File: src/rtl/pipe_skid_reg.sv
// Two-entry skid register: a main output stage plus one skid slot. All outputs
// come straight from flops, so there is no combinational path from input to output.
module pipe_skid_reg #(
  parameter int unsigned WIDTH = 9
) (
  input  logic             clk,
  input  logic             reset,
  input  logic             softReset,
  input  logic             in_valid,
  input  logic [WIDTH-1:0] in_data,
  output logic             in_ready,
  output logic             out_valid,
  output logic [WIDTH-1:0] out_data,
  input  logic             out_ready,
  output logic [1:0]       count
);

  // Encoding: bit0 = main valid, bit1 = skid valid.
  typedef enum logic [1:0] {
    EMPTY = 2'b00,
    ONE   = 2'b01,
    FULL  = 2'b11
  } state_t;

  state_t           state, state_nxt;
  logic [WIDTH-1:0] main_q, skid_q;
  logic             load_main_in, load_main_skid, load_skid;
  logic             in_xfer, out_xfer;

  assign in_ready  = ~state[1];
  assign out_valid = state[0];
  assign out_data  = main_q;
  assign count     = {state[1], state[0] & ~state[1]};

  assign in_xfer   = in_valid & in_ready;
  assign out_xfer  = out_valid & out_ready;

  always_comb begin
    state_nxt      = state;
    load_main_in   = 1'b0;
    load_main_skid = 1'b0;
    load_skid      = 1'b0;
    case (state)
      EMPTY: begin
        if (in_xfer) begin
          load_main_in = 1'b1;
          state_nxt    = ONE;
        end
      end
      ONE: begin
        if (in_xfer && out_xfer) begin
          load_main_in = 1'b1;
        end else if (in_xfer) begin
          load_skid = 1'b1;
          state_nxt = FULL;
        end else if (out_xfer) begin
          state_nxt = EMPTY;
        end
      end
      FULL: begin
        if (out_xfer) begin
          load_main_skid = 1'b1;
          state_nxt      = ONE;
        end
      end
      default: state_nxt = EMPTY;
    endcase
    // Flush drops both handshakes but leaves the payload registers untouched.
    if (softReset) begin
      state_nxt      = EMPTY;
      load_main_in   = 1'b0;
      load_main_skid = 1'b0;
      load_skid      = 1'b0;
    end
  end

  always_ff @(posedge clk) begin
    if (reset) begin
      state  <= EMPTY;
      main_q <= '0;
      skid_q <= '0;
    end else begin
      state <= state_nxt;
      if (load_main_in)
        main_q <= in_data;
      else if (load_main_skid)
        main_q <= skid_q;
      if (load_skid)
        skid_q <= in_data;
    end
  end

endmodule

File: config.mk
export PLATFORM = sky130hd
export DESIGN_NAME = pipe_skid_reg
export DESIGN_NICKNAME = d
export VERILOG_FILES = /design/src/rtl/pipe_skid_reg.sv
export SDC_FILE = /design/constraint.sdc
export NUM_CORES = 1
export LEC_CHECK = 0
export BUFFER_PORTS_ARGS = -buffer_cell sky130_fd_sc_hd__buf_2
export CORE_AREA = 2 2 40 69
export DETAILED_ROUTE_END_ITERATION = 16
export DIE_AREA = 0 0 42 71
export GPL_TIMING_DRIVEN = 0
export PLACE_DENSITY = 0.74
export SLEW_MARGIN = 0
export SYNTH_ARGS = -nofsm -noshare
export SYNTH_HDL_FRONTEND = slang
export SYNTH_SLANG_ARGS = --single-unit
File: constraint.sdc
create_clock -name clk -period 2.25 [get_ports clk]
set_input_delay 0.675 -clock clk [delete_from_list [all_inputs] [get_ports clk]]
set_output_delay 0.675 -clock clk [all_outputs]
set_load 0.005 [all_outputs]
==> flow_summary.json, run 1 <==
{
  "finalHoldViolations": 0,
  "grtUsageMet2": 0.226,
  "multi_input_area_sq_um": 510,
  "setup_viol": 0,
  "yosysSeqAreaShare": 0.432,
  "gp_congestion": 0.688,
  "yosys_warnings": 0,
  "use_met3": 0.0230,
  "synth_cell_type_count": 19,
  "rsz0062_at_grt": "false",
  "busiest_layer": "met2",
  "critPathRequiredTime_ns": 2.45,
  "grt_max_degree": 13,
  "fin_skew_ns": 0.00331,
  "fmax_mhz": 500,
  "synth_edf_count": 0,
  "hp-class": "reg2reg",
  "grt_pass1_vias": 727,
  "async_flop_share": 0,
  "syn_to_final_growth_pct": 25.2,
  "first_iter_violations": 14,
  "post_drt_wl_per_cell_microns": 12.6,
  "final_cells": 144,
  "cts_setup_buffers": 0,
  "syn_avg_cell_area_sq_um": 10.5,
  "cts-root-buf": "clkbuf_8",
  "num-nets-final": 137,
  "netlist_area_sq_um": 927,
  "register_area_sq_um": 400,
  "drive_above_1_share": 0.288,
  "ys_top_cells_by_count": "dfxtp_1, mux2i_1, nor2_1",
  "antenna_found_initial": 0,
  "syn_inst": 88,
  "drt_wl_total_microns": 1810,
  "ys_ff_latch": 20,
  "clk_latency_ns": 0.25,
  "cts_tree": "built",
  "htreeDepth": 1,
  "die_h_microns": 71,
  "syn_nets": 106,
  "rows": 24,
  "post_drt_via_cell_ratio": 5.31,
  "path_class": "reg2reg",
  "antenna_left": 0,
  "cp-start-kind": "flop",
  "worst_slew_pin_slew_ns": 0.733,
  "period_needed_ns": 2.00,
  "final_util": 0.477,
  "vias": 764,
  "final.period_utilization": 0.889,
  "critPathArrivalTime_ns": 2.20,
  "dp_hpwl_microns": 1410,
  "endpoint_kind": "flop",
  "status": "complete, no violations",
  "grt_pass1_wl_microns": 2990,
  "ir_drop_v": 0.000618,
  "cts_buffer_depth": 2,
  "yosysTopAreaCell": "dfxtp_1",
  "post_cts_resized": 0,
  "max_slew_margin": 0.512,
  "clk_pin_slew_ns": 0.07,
  "synth_area_leaders": "dfxtp_1, mux2i_1, a22o_1",
  "firstDrtPassIters": 4,
  "cap_violations": 0,
  "power.density_mw_per_mm2": 699,
  "core_area_sq_mm": 0.00243,
  "die_area_sq_mm": 0.00298,
  "cts_sinks": 20,
  "die_width_microns": 42,
  "critPathMaxFanout": 9,
  "overflow": 0,
  "report.final.slew_viol_count": 0,
  "route.detailed.drc": 0,
  "synth_flop_cell": "dfxtp_1",
  "grt_util_met1": 0.138,
  "nFillCells": 231,
  "initial_core_util": 0.381,
  "io_pins": 27,
  "p_total_mw": 0.812,
  "n_antenna_cell": 0,
  "place.port_buffers": 26,
  "hold_buffers": 0,
  "cts_buffers": 3,
  "synth_top_area_frac": 0.432,
  "setup_tns_ns": 0,
  "grt_usage": 0.129,
  "leakagePower_nw": 0.641,
  "dp_cells": 140,
  "yosysMostFrequentCell": "dfxtp_1"
}
-- layer usage --
layer	up-vias	share of wire
met5	-	0
met4	0	0.027
met3	5	0.052
met2	22	0.51
met1	354	0.41
li1	383	-
-- worst paths after layout --
check,from,cells past startpoint,end,slack [ns]
max,state[1],6,out_data[4],0.25
min,out_data[3],1,out_data[3],0.45
max reg2reg,state[1],6,out_data[4],0.25
min reg2reg,out_data[3],1,out_data[3],0.45
-- worst max-delay path: stages (launching register included) --
cell     delay, ns
dfxtp_1       0.47
inv_1         0.12
ha_1          0.25
and3b_1       0.25
nor4b_4       0.54
a22o_1        0.23
a21o_1        0.08
-- cell usage in the layout (no fill, tap or decap), types with 2 or more instances in the layout --
| master | instances |
|---|---|
| buf_2 | 27 |
| dfxtp_1 | 20 |
| mux2i_1 | 11 |
| nor2_1 | 11 |
| a21o_1 | 10 |
| a22o_1 | 9 |
| nand3b_1 | 5 |
| nand2_1 | 4 |
| ha_1 | 4 |
| a21oi_1 | 3 |
| clkbuf_8 | 3 |
| inv_1 | 2 |
-- kinds of logic after synthesis --
logic type / synth area share
DFF: 0.432
adders and majority gates: 0.0540
AOI/OAI and AO/OA: 0.200
and+or+nand+nor: 0.178
buffers and inverters: 0.0175
muxes: 0.119
-- power breakdown --
part,total (mW),leakage [nW],switching [mW],internal [mW]
clock,0.351,0.0357,0.114,0.237
sequential,0.375,0.162,0.00809,0.367
combinational,0.0856,0.443,0.0441,0.0415
-- sequential cells by signal (all words and copies together), names as in the netlist --
register and cells:
out_data 9, skid_q 9, state 2
-- through the flow --
step                      area (sq um)  setup slack (ns)  hold WS [ns]
after floorplan                    927             0.480         0.450
after global placement            1090             0.153         0.429
after detailed placement          1090             0.133         0.433
after CTS                         1160             0.212         0.450
after global routing              1160            0.0538         0.465
final                             1160             0.251         0.447
-- final cells by class --
cell class	count	area share
Multi-Input combinational cell	64	0.440
Tap cell	26	0.0280
Buffer	2	0.00754
Clock buffer	3	0.0356
Timing Repair Buffer	26	0.112
Inverter	2	0.00647
Clock inverter	1	0.0259
Sequential cell	20	0.345
(Power assumes the default switching activity.)
==> run 2, diff against run 1 <==
--- a/config.mk
+++ b/config.mk
@@ -6,11 +6,11 @@
 export NUM_CORES = 1
 export LEC_CHECK = 0
 export BUFFER_PORTS_ARGS = -buffer_cell sky130_fd_sc_hd__buf_2
-export CORE_AREA = 2 2 40 69
+export CORE_AREA = 5 5 52 54
 export DETAILED_ROUTE_END_ITERATION = 16
-export DIE_AREA = 0 0 42 71
+export DIE_AREA = 0 0 57 59
 export GPL_TIMING_DRIVEN = 0
-export PLACE_DENSITY = 0.74
+export PLACE_DENSITY = 0.8
 export SLEW_MARGIN = 0
 export SYNTH_ARGS = -nofsm -noshare
 export SYNTH_HDL_FRONTEND = slang
==> run 2 against run 1 <==
Power down 6.6%. Die area up 13%. Register-to-register slack about the same. Flip-flop and latch count stayed put. Cell area is 1.4% lower. Combinational power grew 1%. Critical path type unchanged. Highest routed layer unchanged.
==> flow_summary.json, run 2 (synthesized netlist as in run 1, its figures left out) <==
{
  "antenna_found_initial": 0,
  "core_area_sq_mm": 0.00217,
  "dp_hpwl_microns": 1480,
  "place.port_buffers": 26,
  "crit_start": "state[1]",
  "leakagePower_nw": 0.634,
  "cp-start-kind": "flop",
  "reg2reg_slack_ns": 0.25,
  "nFillCells": 224,
  "r2r_cells": 6,
  "critPathMaxFanout": 9,
  "cts_buffers": 3,
  "placement.cell_area_sq_mm": 0.00109,
  "clk_pin_slew_ns": 0.12,
  "hold_buffers": 0,
  "setup_viol": 0,
  "overflow": 0,
  "cts_buffer_depth": 2,
  "die_area_sq_mm": 0.00336,
  "post_drt_via_cell_ratio": 5.05,
  "io_pins": 27,
  "report.final.slew_viol_count": 0,
  "worst_slew_pin_slew_ns": 0.724,
  "rows": 17,
  "fin_area_sq_mm": 0.00114,
  "rsz0062_at_grt": "false",
  "grt_max_degree": 13,
  "final.period_utilization": 0.887,
  "status": "complete, no violations",
  "multi_input_area_sq_um": 510,
  "mostFrequentLayoutCells": "buf_2, dfxtp_1, mux2i_1, nor2_1, a21o_1",
  "grt_usage": 0.126,
  "post_cts_resized": 0,
  "grt_pass1_wl_microns": 3350,
  "hp-class": "reg2reg",
  "cap_violations": 0,
  "gp_congestion": 0.790,
  "busiest_layer": "met2",
  "cts_sinks": 20,
  "grt_util_met1": 0.134,
  "critPathRequiredTime_ns": 2.51,
  "r2r-end": "out_data[6]",
  "max_slew_margin": 0.518,
  "grtUsageMet2": 0.243,
  "first_iter_violations": 4,
  "initial_core_util": 0.427,
  "cts-root-buf": "clkbuf_4",
  "drive_above_1_share": 0.288,
  "path_class": "reg2reg",
  "n_antenna_cell": 0,
  "die_h_microns": 59,
  "setup_tns_ns": 0,
  "num-nets-final": 137,
  "vias": 737,
  "crit_path_end": "out_data[6]",
  "post_drt_wl_per_cell_microns": 13.0,
  "route.detailed.drc": 0,
  "critPathArrivalTime_ns": 2.25,
  "clk_latency_ns": 0.30,
  "fin_skew_ns": 0.00178,
  "finalHoldViolations": 0,
  "use_met3": 0.0218,
  "register_area_sq_um": 400,
  "drt_wl_total_microns": 1900,
  "layout_commonest_cell": "buf_2",
  "endpoint_kind": "flop",
  "ir_drop_v": 0.000316,
  "power.density_mw_per_mm2": 662,
  "cts_setup_buffers": 0,
  "die_width_microns": 57,
  "syn_to_final_growth_pct": 23.5,
  "grt_pass1_vias": 778,
  "fmax_mhz": 501,
  "htreeDepth": 1,
  "firstDrtPassIters": 4,
  "r2r-start": "state[1]",
  "antenna_left": 0,
  "period_needed_ns": 2.00,
  "cts_tree": "built"
}
## run 2: cell counts in the layout (fill, tap and decap cells not counted)
No cell type changed its count.
## run 2: area by class of cell
| type | count | share of cell area |
|---|---|---|
| repair buffers | 26 | 0.114 |
| multi-input cells | 64 | 0.446 |
| flip-flops and latches | 20 | 0.350 |
| well taps | 28 | 0.0306 |
| clock buffers | 3 | 0.0197 |
| inverters | 2 | 0.00656 |
| plain buffers | 2 | 0.00765 |
| clock inverters | 1 | 0.0262 |
## run 2: worst min path at each step
| stage | cells past startpoint | slack, ns | start | to |
|---|---|---|---|---|
| after floorplan | 1 | 0.45 | out_data[0] | out_data[0] |
| after global placement | 1 | 0.43 | out_data[5] | out_data[5] |
| after detailed placement | 1 | 0.44 | out_data[0] | out_data[0] |
| final | 1 | 0.46 | out_data[8] | out_data[8] |
| after CTS | 1 | 0.46 | out_data[0] | out_data[0] |
| after global routing | 1 | 0.49 | out_data[0] | out_data[0] |
## run 2: per-stage QoR
stage / total power [mW] / worst slack (ns) / hold WS [ns] / instances / util
floorplan: 0.432 / 0.480 / 0.450 / 88 / -
global placement: 0.467 / 0.158 / 0.428 / 142 / 0.503
detailed placement: 0.471 / 0.129 / 0.435 / 142 / 0.503
CTS: 0.760 / 0.235 / 0.464 / 146 / 0.528
global route: 0.788 / 0.0886 / 0.487 / 146 / 0.528
finish: 0.758 / 0.255 / 0.460 / 146 / 0.528
## run 2: power breakdown
group	internal, mW	total, mW	switching, mW
sequential	0.367	0.375	0.00802
combinational	0.0415	0.0866	0.0451
clock	0.180	0.296	0.116
## run 2: critical path, cell delays in order (launching register included)
cell and delay, ns:
dfxtp_1 0.48, inv_1 0.11, ha_1 0.24, and3b_1 0.25, nor4b_4 0.55, a22o_1 0.23
a21o_1 0.08
## run 2: metal layers
metal / vias to the layer above / part of all wire / wire [microns]
li1: 386 / - / -
met4: 0 / 0.015 / 29
met5: - / 0 / 0
met3: 4 / 0.034 / 64
met1: 333 / 0.44 / 836
met2: 14 / 0.51 / 972
==> run 3, diff against run 2 <==
--- a/config.mk
+++ b/config.mk
@@ -5,10 +5,10 @@
 export SDC_FILE = /design/constraint.sdc
 export NUM_CORES = 1
 export LEC_CHECK = 0
-export BUFFER_PORTS_ARGS = -buffer_cell sky130_fd_sc_hd__buf_2
-export CORE_AREA = 5 5 52 54
+export BUFFER_PORTS_ARGS = -buffer_cell sky130_fd_sc_hd__clkbuf_2
+export CORE_AREA = 2 2 49 51
 export DETAILED_ROUTE_END_ITERATION = 16
-export DIE_AREA = 0 0 57 59
+export DIE_AREA = 0 0 51 53
 export GPL_TIMING_DRIVEN = 0
 export PLACE_DENSITY = 0.8
 export SLEW_MARGIN = 0
==> constraint.sdc (replaced) <==
create_clock -name clk -period 2.25 [get_ports clk]
set_input_delay 0.225 -clock clk [delete_from_list [all_inputs] [get_ports clk]]
set_output_delay 0.225 -clock clk [all_outputs]
set_load 0.005 [all_outputs]
==> run 3 against run 2 <==
Count of clock-buffer cells in the layout rose by 1. Global-route usage rose by 2.2 points. Sequential share of layout area rose by 0.50 points. Critical endpoint is now out_data[8]. Highest routed layer unchanged.
==> flow_summary.json, run 3 (synthesized netlist as in run 1, its figures left out) <==
{
  "cts_sinks": 20,
  "hold_depth": 3,
  "grt_util_met1": 0.174,
  "finalHoldViolations": 0,
  "critical-path-max-stage-delay_ns": 0.54,
  "report.final.slew_viol_count": 0,
  "p_sw_frac": 0.239,
  "post_drt_via_cell_ratio": 5.10,
  "setup_tns_ns": 0,
  "r2r-start": "state[1]",
  "cp-start-kind": "flop",
  "cts_buffer_depth": 2,
  "htreeDepth": 1,
  "cpLargestDelayFamily": "simple AND/OR/NAND/NOR gates",
  "crit_buf_inv": 1,
  "io_pins": 27,
  "grt_pass1_vias": 715,
  "drt_wl_total_microns": 1770,
  "internal_power_mw": 0.507,
  "dp_cells": 142,
  "final.period_utilization": 0.882,
  "critPathArrivalTime_ns": 2.24,
  "combPwrFrac": 0.130,
  "worst_slew_pin_slew_ns": 0.760,
  "syn_to_final_growth_pct": 21.7,
  "ir_drop_v": 0.000311,
  "core_area_sq_mm": 0.00215,
  "status": "complete, no violations",
  "hp-class": "in2reg",
  "first_iter_violations": 6,
  "clk_pin_slew_ns": 0.11,
  "hp-start": "in_data[6]",
  "mostFrequentLayoutCells": "clkbuf_2, dfxtp_1, mux2i_1, nor2_1, a21o_1",
  "busiest_layer": "met2",
  "clk_latency_ns": 0.30,
  "cts_setup_buffers": 0,
  "rows": 17,
  "power_switching_mw": 0.160,
  "firstDrtPassIters": 4,
  "cap_violations": 0,
  "leakagePower_nw": 0.622,
  "r2r-end": "out_data[8]",
  "critPathSlowestCell": "nor4b_4",
  "cts_buffers": 3,
  "setup_viol": 0,
  "hold_buffers": 0,
  "grt_usage": 0.148,
  "antenna_left": 0,
  "final_cells": 146,
  "critPathRequiredTime_ns": 2.50,
  "cts_tree": "built",
  "cp_cell_sequence": "inv_1, ha_1, and3b_1, nor4b_4, a22o_1, a21o_1",
  "initial_core_util": 0.432,
  "fin_skew_ns": 0.00523,
  "dp_hpwl_microns": 1370,
  "die_width_microns": 51,
  "dp_slack_ns": 0.249,
  "setup_slack_ns": 0.265,
  "cts-root-buf": "clkbuf_4",
  "use_met3": 0.0254,
  "placement.cell_area_sq_mm": 0.00109,
  "die_h_microns": 53,
  "die_area_sq_mm": 0.00270,
  "max_slew_margin": 0.494,
  "drive_above_1_share": 0.288,
  "grtUsageMet2": 0.268,
  "period_needed_ns": 1.98,
  "post_cts_resized": 0,
  "place.port_buffers": 26,
  "power.density_mw_per_mm2": 591,
  "endpoint_kind": "flop",
  "rsz0062_at_grt": "false",
  "gp_congestion": 0.715,
  "antenna_found_initial": 0,
  "vias": 745,
  "overflow": 0,
  "fmax_mhz": 504,
  "r2r_cells": 6,
  "final_util": 0.525,
  "fin_area_sq_mm": 0.00113,
  "n_antenna_cell": 0,
  "pwr-share-clk": 0.307,
  "min_to": "skid_q[6]",
  "grt_max_degree": 12,
  "path_class": "reg2reg",
  "critPathMaxFanout": 9,
  "post_drt_wl_per_cell_microns": 12.2,
  "num-nets-final": 137,
  "p_seq_frac": 0.563,
  "route.detailed.drc": 0,
  "reg2reg_slack_ns": 0.27,
  "grt_pass1_wl_microns": 3010,
  "layout_commonest_cell": "clkbuf_2"
}
[run 3: how the worst max path moves through the flow]
stage / start / end / slack [ns] / cells after the start
after floorplan: state[1] / out_data[0] / 0.50 / 6
after global placement: state[1] / out_data[7] / 0.31 / 6
after detailed placement: state[1] / out_data[8] / 0.25 / 6
after CTS: state[1] / out_data[4] / 0.24 / 6
after global routing: state[1] / out_data[1] / 0.07 / 6
final: state[1] / out_data[8] / 0.27 / 6
[run 3: worst register-to-register path: stages, from the launching register on]
cell     delay [ns]
dfxtp_1        0.46
inv_1          0.12
ha_1           0.25
and3b_1        0.26
nor4b_4        0.54
a22o_1         0.23
a21o_1         0.08
[run 3: layout make-up]
| type | instances | area, sq um |
|---|---|---|
| plain buffers | 2 | 8.76 |
| clock buffers | 4 | 36.3 |
| fillers | 213 | 1020 |
| inverters | 2 | 7.51 |
| multi-input cells | 64 | 510 |
| flip-flops and latches | 20 | 400 |
| well taps | 28 | 35.0 |
| repair buffers | 26 | 130 |
[run 3: power groups by stage]
stage / clock network (mW) / logic (mW) / registers (mW)
floorplan: 0 / 0.0483 / 0.384
global placement: 0 / 0.0840 / 0.383
detailed placement: 0 / 0.0869 / 0.384
CTS: 0.209 / 0.0872 / 0.376
global route: 0.228 / 0.0970 / 0.378
finish: 0.205 / 0.0865 / 0.376
[run 3: metal layers]
| layer | share of wire | up-vias | wire length (microns) |
|---|---|---|---|
| met1 | 0.43 | 339 | 756 |
| met3 | 0.037 | 4 | 65 |
| li1 | - | 383 | - |
| met2 | 0.52 | 19 | 924 |
| met4 | 0.015 | 0 | 27 |
| met5 | 0 | - | 0 |
[run 3: per-stage QoR]
| step | total power [mW] | hold slack (ns) |
|---|---|---|
| 6_report | 0.667 | 0.175 |
| 3_5_place_dp | 0.471 | 0.438 |
| 2_1_floorplan | 0.432 | 0.369 |
| 5_1_grt | 0.703 | 0.175 |
| 4_1_cts | 0.672 | 0.172 |
| 3_3_place_gp | 0.467 | 0.431 |
